==> src/rtl/xnor_cmp_scheduler_if.sv <==
// Bundle of signals between xnor_cmp_scheduler and its parent: client request and operand
// buses, completion results, and the link to the shared 1-bit XNOR cell.
interface xnor_cmp_scheduler_if #(
    parameter int WIDTH = 8
) ();
    localparam int CW = $clog2(WIDTH + 1);

    logic [1:0]       req;
    logic [WIDTH-1:0] a0;
    logic [WIDTH-1:0] b0;
    logic [WIDTH-1:0] a1;
    logic [WIDTH-1:0] b1;
    logic             xa;
    logic             xb;
    logic             xc;
    logic [1:0]       ack;
    logic             eq;
    logic [CW-1:0]    mism;
    logic             busy;
    logic             gnt_id;

    // Parent side: clients plus the XNOR cell.
    modport master (
        output req, a0, b0, a1, b1, xc,
        input  xa, xb, ack, eq, mism, busy, gnt_id
    );

    // Scheduler side.
    modport slave (
        input  req, a0, b0, a1, b1, xc,
        output xa, xb, ack, eq, mism, busy, gnt_id
    );
endinterface

==> src/rtl/xnor_cmp_scheduler.sv <==
// Round-robin scheduler that shares one external XNOR cell between two requesters,
// serialising operand pairs LSB first and returning an equality flag and mismatch count.
module xnor_cmp_scheduler #(
    parameter int WIDTH = 8
) (
    input  logic                 clk,
    input  logic                 rst_n,
    xnor_cmp_scheduler_if.slave  bus
);
    localparam int CW = $clog2(WIDTH + 1);
    localparam int IW = (WIDTH > 1) ? $clog2(WIDTH) : 1;
    localparam logic [IW-1:0] IDX_LAST = IW'(WIDTH - 1);

    typedef enum logic [1:0] {
        ST_IDLE  = 2'd0,
        ST_SHIFT = 2'd1,
        ST_DONE  = 2'd2
    } state_t;

    state_t           state_q, state_d;
    logic [WIDTH-1:0] opa_q, opa_d;
    logic [WIDTH-1:0] opb_q, opb_d;
    logic [IW-1:0]    idx_q, idx_d;
    logic             eq_acc_q, eq_acc_d;
    logic [CW-1:0]    cnt_q, cnt_d;
    logic             last_q, last_d;
    logic             gnt_q, gnt_d;
    logic             busy_q, busy_d;
    logic [1:0]       ack_q, ack_d;
    logic             eq_q, eq_d;
    logic [CW-1:0]    mism_q, mism_d;

    logic             grant_s;
    logic             miss_s;
    logic             eq_next_s;
    logic [CW-1:0]    cnt_next_s;

    // Round-robin pick: a lone requester wins, contention goes to the one not served last.
    always_comb begin
        grant_s = 1'b0;
        if (bus.req == 2'b11) begin
            grant_s = ~last_q;
        end else begin
            grant_s = bus.req[1];
        end
    end

    // Accumulator update for the bit pair currently on the cell.
    always_comb begin
        miss_s     = ~bus.xc;
        eq_next_s  = eq_acc_q & bus.xc;
        cnt_next_s = cnt_q + CW'(miss_s);
    end

    // Next-state and registered-output logic.
    always_comb begin
        state_d  = state_q;
        opa_d    = opa_q;
        opb_d    = opb_q;
        idx_d    = idx_q;
        eq_acc_d = eq_acc_q;
        cnt_d    = cnt_q;
        last_d   = last_q;
        gnt_d    = gnt_q;
        busy_d   = busy_q;
        ack_d    = 2'b00;
        eq_d     = 1'b0;
        mism_d   = {CW{1'b0}};

        case (state_q)
            ST_IDLE: begin
                if (bus.req != 2'b00) begin
                    if (grant_s) begin
                        opa_d = bus.a1;
                        opb_d = bus.b1;
                    end else begin
                        opa_d = bus.a0;
                        opb_d = bus.b0;
                    end
                    gnt_d    = grant_s;
                    last_d   = grant_s;
                    eq_acc_d = 1'b1;
                    cnt_d    = {CW{1'b0}};
                    idx_d    = {IW{1'b0}};
                    busy_d   = 1'b1;
                    state_d  = ST_SHIFT;
                end else begin
                    state_d = ST_IDLE;
                end
            end
            ST_SHIFT: begin
                eq_acc_d = eq_next_s;
                cnt_d    = cnt_next_s;
                idx_d    = idx_q + IW'(1);
                if (idx_q == IDX_LAST) begin
                    // Results are presented from registers during the DONE cycle.
                    ack_d   = gnt_q ? 2'b10 : 2'b01;
                    eq_d    = eq_next_s;
                    mism_d  = cnt_next_s;
                    state_d = ST_DONE;
                end else begin
                    state_d = ST_SHIFT;
                end
            end
            ST_DONE: begin
                busy_d  = 1'b0;
                state_d = ST_IDLE;
            end
            default: begin
                busy_d  = 1'b0;
                state_d = ST_IDLE;
            end
        endcase
    end

    // State and output registers.
    always_ff @(posedge clk or negedge rst_n) begin
        if (!rst_n) begin
            state_q  <= ST_IDLE;
            opa_q    <= {WIDTH{1'b0}};
            opb_q    <= {WIDTH{1'b0}};
            idx_q    <= {IW{1'b0}};
            eq_acc_q <= 1'b0;
            cnt_q    <= {CW{1'b0}};
            last_q   <= 1'b1;
            gnt_q    <= 1'b0;
            busy_q   <= 1'b0;
            ack_q    <= 2'b00;
            eq_q     <= 1'b0;
            mism_q   <= {CW{1'b0}};
        end else begin
            state_q  <= state_d;
            opa_q    <= opa_d;
            opb_q    <= opb_d;
            idx_q    <= idx_d;
            eq_acc_q <= eq_acc_d;
            cnt_q    <= cnt_d;
            last_q   <= last_d;
            gnt_q    <= gnt_d;
            busy_q   <= busy_d;
            ack_q    <= ack_d;
            eq_q     <= eq_d;
            mism_q   <= mism_d;
        end
    end

    // Cell inputs come straight from the operand registers and are forced low outside SHIFT.
    assign bus.xa     = (state_q == ST_SHIFT) ? opa_q[idx_q] : 1'b0;
    assign bus.xb     = (state_q == ST_SHIFT) ? opb_q[idx_q] : 1'b0;
    assign bus.ack    = ack_q;
    assign bus.eq     = eq_q;
    assign bus.mism   = mism_q;
    assign bus.busy   = busy_q;
    assign bus.gnt_id = gnt_q;
endmodule

==> src/flat_wrapper.sv <==
// flat-port wrapper written by rule: the top's interface ports become plain ports
module xnor_cmp_scheduler_flat 
#(
    parameter int WIDTH = 8
)
  (clk, rst_n, bus_req, bus_a0, bus_b0, bus_a1, bus_b1, bus_xc, bus_xa, bus_xb, bus_ack, bus_eq, bus_mism, bus_busy, bus_gnt_id);
  xnor_cmp_scheduler_if #(.WIDTH(WIDTH)) bus_i ();
  input  logic clk;
  input  logic rst_n;
  input wire logic [$bits(bus_i.req)-1:0] bus_req;
  input wire logic [$bits(bus_i.a0)-1:0] bus_a0;
  input wire logic [$bits(bus_i.b0)-1:0] bus_b0;
  input wire logic [$bits(bus_i.a1)-1:0] bus_a1;
  input wire logic [$bits(bus_i.b1)-1:0] bus_b1;
  input wire logic [$bits(bus_i.xc)-1:0] bus_xc;
  output wire logic [$bits(bus_i.xa)-1:0] bus_xa;
  output wire logic [$bits(bus_i.xb)-1:0] bus_xb;
  output wire logic [$bits(bus_i.ack)-1:0] bus_ack;
  output wire logic [$bits(bus_i.eq)-1:0] bus_eq;
  output wire logic [$bits(bus_i.mism)-1:0] bus_mism;
  output wire logic [$bits(bus_i.busy)-1:0] bus_busy;
  output wire logic [$bits(bus_i.gnt_id)-1:0] bus_gnt_id;
  assign bus_i.req = bus_req;
  assign bus_i.a0 = bus_a0;
  assign bus_i.b0 = bus_b0;
  assign bus_i.a1 = bus_a1;
  assign bus_i.b1 = bus_b1;
  assign bus_i.xc = bus_xc;
  assign bus_xa = bus_i.xa;
  assign bus_xb = bus_i.xb;
  assign bus_ack = bus_i.ack;
  assign bus_eq = bus_i.eq;
  assign bus_mism = bus_i.mism;
  assign bus_busy = bus_i.busy;
  assign bus_gnt_id = bus_i.gnt_id;
  xnor_cmp_scheduler #(.WIDTH(WIDTH)) u_core (.clk(clk), .rst_n(rst_n), .bus(bus_i));
endmodule
==> config.mk <==
export PLATFORM = sky130hd
export DESIGN_NAME = xnor_cmp_scheduler_flat
export DESIGN_NICKNAME = d
export VERILOG_FILES = /design/src/rtl/xnor_cmp_scheduler_if.sv /design/src/rtl/xnor_cmp_scheduler.sv /design/src/flat_wrapper.sv
export SDC_FILE = /design/constraint.sdc
export NUM_CORES = 1
export LEC_CHECK = 0
export ABC_CLOCK_PERIOD_IN_PS = 1550
export CAP_MARGIN = 20
export CORE_MARGIN = 3
export CORE_UTILIZATION = 43
export CTS_BUF_LIST = sky130_fd_sc_hd__clkbuf_8 sky130_fd_sc_hd__clkbuf_16
export DETAILED_ROUTE_END_ITERATION = 16
export PLACE_DENSITY = 0.78
export RECOVER_POWER = 25
export SKIP_LAST_GASP = 1
export SYNTH_ARGS = -nofsm -noshare
export SYNTH_HDL_FRONTEND = slang
export SYNTH_SLANG_ARGS = --single-unit
==> constraint.sdc <==
create_clock -name clk -period 1.55 [get_ports clk]
set_input_delay 0.155 -clock clk [delete_from_list [all_inputs] [get_ports clk]]
set_output_delay 0.155 -clock clk [all_outputs]
set_load 0.02 [all_outputs]
==> flow_metrics.env <==
export IMPL_yosysWarnings=0
export IMPL_syn_avg_cell_area_um2=13.30
export IMPL_finalSetupViolCount=2
export IMPL_viasPerCell=5.122
export IMPL_vias=1347
export IMPL_fp_dieH_um=71.09
export IMPL_wl_um=3883
export IMPL_reg2regPathDepth=5
export IMPL_worstSetupEndpointType="output pin"
export IMPL_arrival_ns=1.66
export IMPL_area_growth_pct=45.40
export IMPL_fp_dieW_um=71.09
export IMPL_antenna_found_initial=0
export IMPL_grt_pass1_wl_um=6403
export IMPL_p_per_area_nw_per_um2=1718
export IMPL_period_needed_ns=1.814
export IMPL_tns_ns=-0.4829
export IMPL_drt_iter0_markers=32
export IMPL_rsz0062_at_grt="yes"
export IMPL_drt_drc_violations_left=0
export IMPL_final_seq_area_um2=903.4
export IMPL_synth_edf_count=0
export IMPL_clk_pin_slew_ns=0.07
export IMPL_n_fill_cell=304
export IMPL_cp_max_fo=5
export IMPL_place_hpwl_um=2721
export IMPL_synth_cell_types=31
export IMPL_ys_seq_elements=36
export IMPL_dr_pass1_iters=5
export IMPL_ys_seq_area_share_pct=49.52
export IMPL_grt_pass1_vias=1430
export IMPL_cts_sinks=36
export IMPL_fin_nets=254
export IMPL_num_antenna_cells=0
export IMPL_failed_checks="negative setup slack"
export IMPL_synthFlopType="dfrtp_1"
export IMPL_rrSetupSlack_ns=0
export IMPL_core_area_um2=4058
export IMPL_dieArea_um2=5054
export IMPL_worst_slack_ns=-0.2639
export IMPL_p_total_uw=4552
export IMPL_fin_worst_skew_ns=0.005155
export IMPL_ir_worst_vdd_mv=0.7668
export IMPL_status="finished with violations"
export IMPL_min_path_type="input port to asynchronous set/reset pin"
export IMPL_cts_tree="done"
export IMPL_grt_usage_pct=16.49
export IMPL_netlist_instances=137
export IMPL_slew_headroom_pct=42.12
export IMPL_initial_core_util_pct=44.90
export IMPL_synth_area_um2=1822
export IMPL_numCtsBuffers=5
export IMPL_clock_latency_ns=0.30
export IMPL_overflow=0
export IMPL_min_period_over_period_pct=117.0
export IMPL_leakage_uw=0.001236
export IMPL_antenna_left=0
export IMPL_multi_input_area_um2=890.9
export IMPL_port_buffers=47
export IMPL_cts_buffer_depth=2
export IMPL_drive_gt1_share_pct=36.62
export IMPL_wl_per_cell_um=14.76
export IMPL_cts_root_buf="clkbuf_8"
export IMPL_hold_viol=0
export IMPL_drv_cap=0
export IMPL_synth_nets=178
export IMPL_gp_congestion=0.8053
export IMPL_tightest_slew_ns=0.8683
export IMPL_crit_required_ns=1.39
export IMPL_grt_max_degree=37
export IMPL_async_flop_share_pct=100.0
export IMPL_r2r_start="u_core.state_q[1]"
export IMPL_num_rows=23
export IMPL_startpoint_type="flop"
export IMPL_fmax_mhz=551.3
export IMPL_maxSlewViolCount=0
export IMPL_htreeDepth=2
export IMPL_pin_count=48
export IMPL_critical_path_class="flop to output pin"
export IMPL_r2r_end="u_core.opb_q[7]"
-- how the worst max path moves through the flow --
stage          cells past startpoint            start               to  slack [ns]
2_1_floorplan                      4    u_core.last_q  u_core.opa_q[0]        0.08
3_3_place_gp                       4  u_core.idx_q[1]           bus_xb       -0.36
3_5_place_dp                       4  u_core.idx_q[1]           bus_xa       -0.39
4_1_cts                            4  u_core.idx_q[1]           bus_xb       -0.25
5_1_grt                            4  u_core.idx_q[1]           bus_xb       -0.35
6_report                           4  u_core.idx_q[1]           bus_xb       -0.26
-- power by group --
part	total [uW]	switching [uW]	internal, uW
sequential	1650	307	1340
combinational	2280	879	1410
clock	620	321	298
-- per-layer routing --
metal	global-route usage, %	up-vias	part of all wire (%)
li1	-	635	-
met1	17.83	655	38
met2	29.97	49	53
met3	5.966	8	6.9
met4	5.010	0	1.8
met5	0	-	0
-- final cells by class --
| class | count | share of cell area (%) |
|---|---|---|
| sequential | 36 | 34.10 |
| clock inverter | 2 | 0.3307 |
| clock buffer | 5 | 2.598 |
| multi-input combinational | 91 | 33.63 |
| inverter | 4 | 0.5668 |
| timing repair buffer | 75 | 26.41 |
| tap | 50 | 2.362 |
-- worst max-delay path, stage by stage, from the launching register on --
cell	delay, ns
dfrtp_2	0.44
mux4_2	0.52
mux2i_1	0.17
nor2_1	0.07
buf_2	0.16
-- through the flow --
stage | cells | instance area, um2 | hold slack, ns | util, % | setup slack, ns
floorplan | 137 | 1822 | -0.1406 | - | 0.07504
global placement | 254 | 2527 | 0.4802 | 62.29 | -0.3579
detailed placement | 254 | 2527 | 0.4939 | 62.29 | -0.3917
CTS | 262 | 2616 | 0.2343 | 64.48 | -0.2491
global route | 263 | 2649 | 0.5402 | 65.28 | -0.3453
finish | 263 | 2649 | 0.4986 | 65.28 | -0.2639
-- cell families after synthesis --
family / count (synthesis) / share of synthesized area, %
muxes: 39 / 30.08
DFF: 36 / 49.52
and+or+nand+nor: 30 / 7.419
AOI/OAI and AO/OA: 16 / 5.838
buffers and inverters: 10 / 3.434
adders and majority gates: 4 / 2.747
xor gates and xnor gates: 2 / 0.9617
-- cell usage after synthesis, types with 2 or more instances --
cell type | count | area (um2)
o21ai_0 | 9 | 45.04
mux2_4 | 18 | 270.3
inv_1 | 4 | 15.01
mux4_2 | 4 | 90.09
dfrtp_1 | 35 | 875.8
clkbuf_1 | 2 | 7.510
and3_1 | 3 | 18.77
buf_4 | 2 | 15.01
mux2_2 | 14 | 157.7
ha_1 | 4 | 50.05
nor2_1 | 8 | 30.03
mux2i_1 | 3 | 30.03
nand2_1 | 13 | 48.80
-- registers in the layout, indices dropped and copies added, names as in the netlist --
register,count
u_core.opa_q,8
u_core.cnt_q,4
u_core.bus.eq,1
u_core.last_q,1
u_core.idx_q,3
u_core.opb_q,8
u_core.bus.gnt_id,1
u_core.bus.mism,4
u_core.eq_acc_q,1
u_core.bus.ack,2
u_core.bus.busy,1
u_core.state_q,2
-- cell usage in the layout (no fill, tap or decap) --
| cell | synthesis | final |
|---|---|---|
| nand2b_1 | 1 | 1 |
| a21oi_1 | 1 | 1 |
| xnor2_1 | 1 | 1 |
| o211ai_1 | 1 | 1 |
| mux2_4 | 18 | 25 |
| clkbuf_2 | 1 | 1 |
| nand3_1 | 1 | 1 |
| a31oi_1 | 1 | 1 |
| buf_12 | 1 | 1 |
| xor2_1 | 1 | 1 |
| buf_4 | 2 | 22 |
| nor2b_1 | 1 | 1 |
| mux2i_1 | 3 | 3 |
| inv_1 | 4 | 5 |
| o21ai_0 | 9 | 9 |
| dfstp_2 | 1 | 1 |
| nor3b_1 | 1 | 1 |
| nor2_1 | 8 | 8 |
| and3_1 | 3 | 3 |
| nand2_1 | 13 | 13 |
| buf_6 | 0 | 3 |
| nor2_4 | 0 | 1 |
| buf_8 | 0 | 1 |
| a22o_2 | 1 | 1 |
| buf_2 | 0 | 2 |
| clkdlybuf4s50_1 | 0 | 44 |
| ha_1 | 4 | 4 |
| mux2_2 | 14 | 7 |
| a211oi_1 | 1 | 1 |
| o22ai_1 | 1 | 1 |
| or2_4 | 0 | 1 |
| dfrtp_2 | 0 | 1 |
| dfrtp_1 | 35 | 34 |
| a21boi_4 | 1 | 1 |
| clkbuf_8 | 0 | 5 |
| dlygate4sd3_1 | 0 | 1 |
| clkinv_2 | 0 | 1 |
| mux4_2 | 4 | 4 |
-- what timing repair did --
item | CTS | global route
setup endpoints to repair | 15 | 15
cloned | 1 | 0
setup buffers | 0 | 1
hold buffers | 0 | 0
pin swaps | 1 | 1
resized for setup | 13 | 12
Power figures use the tool's default switching activity.
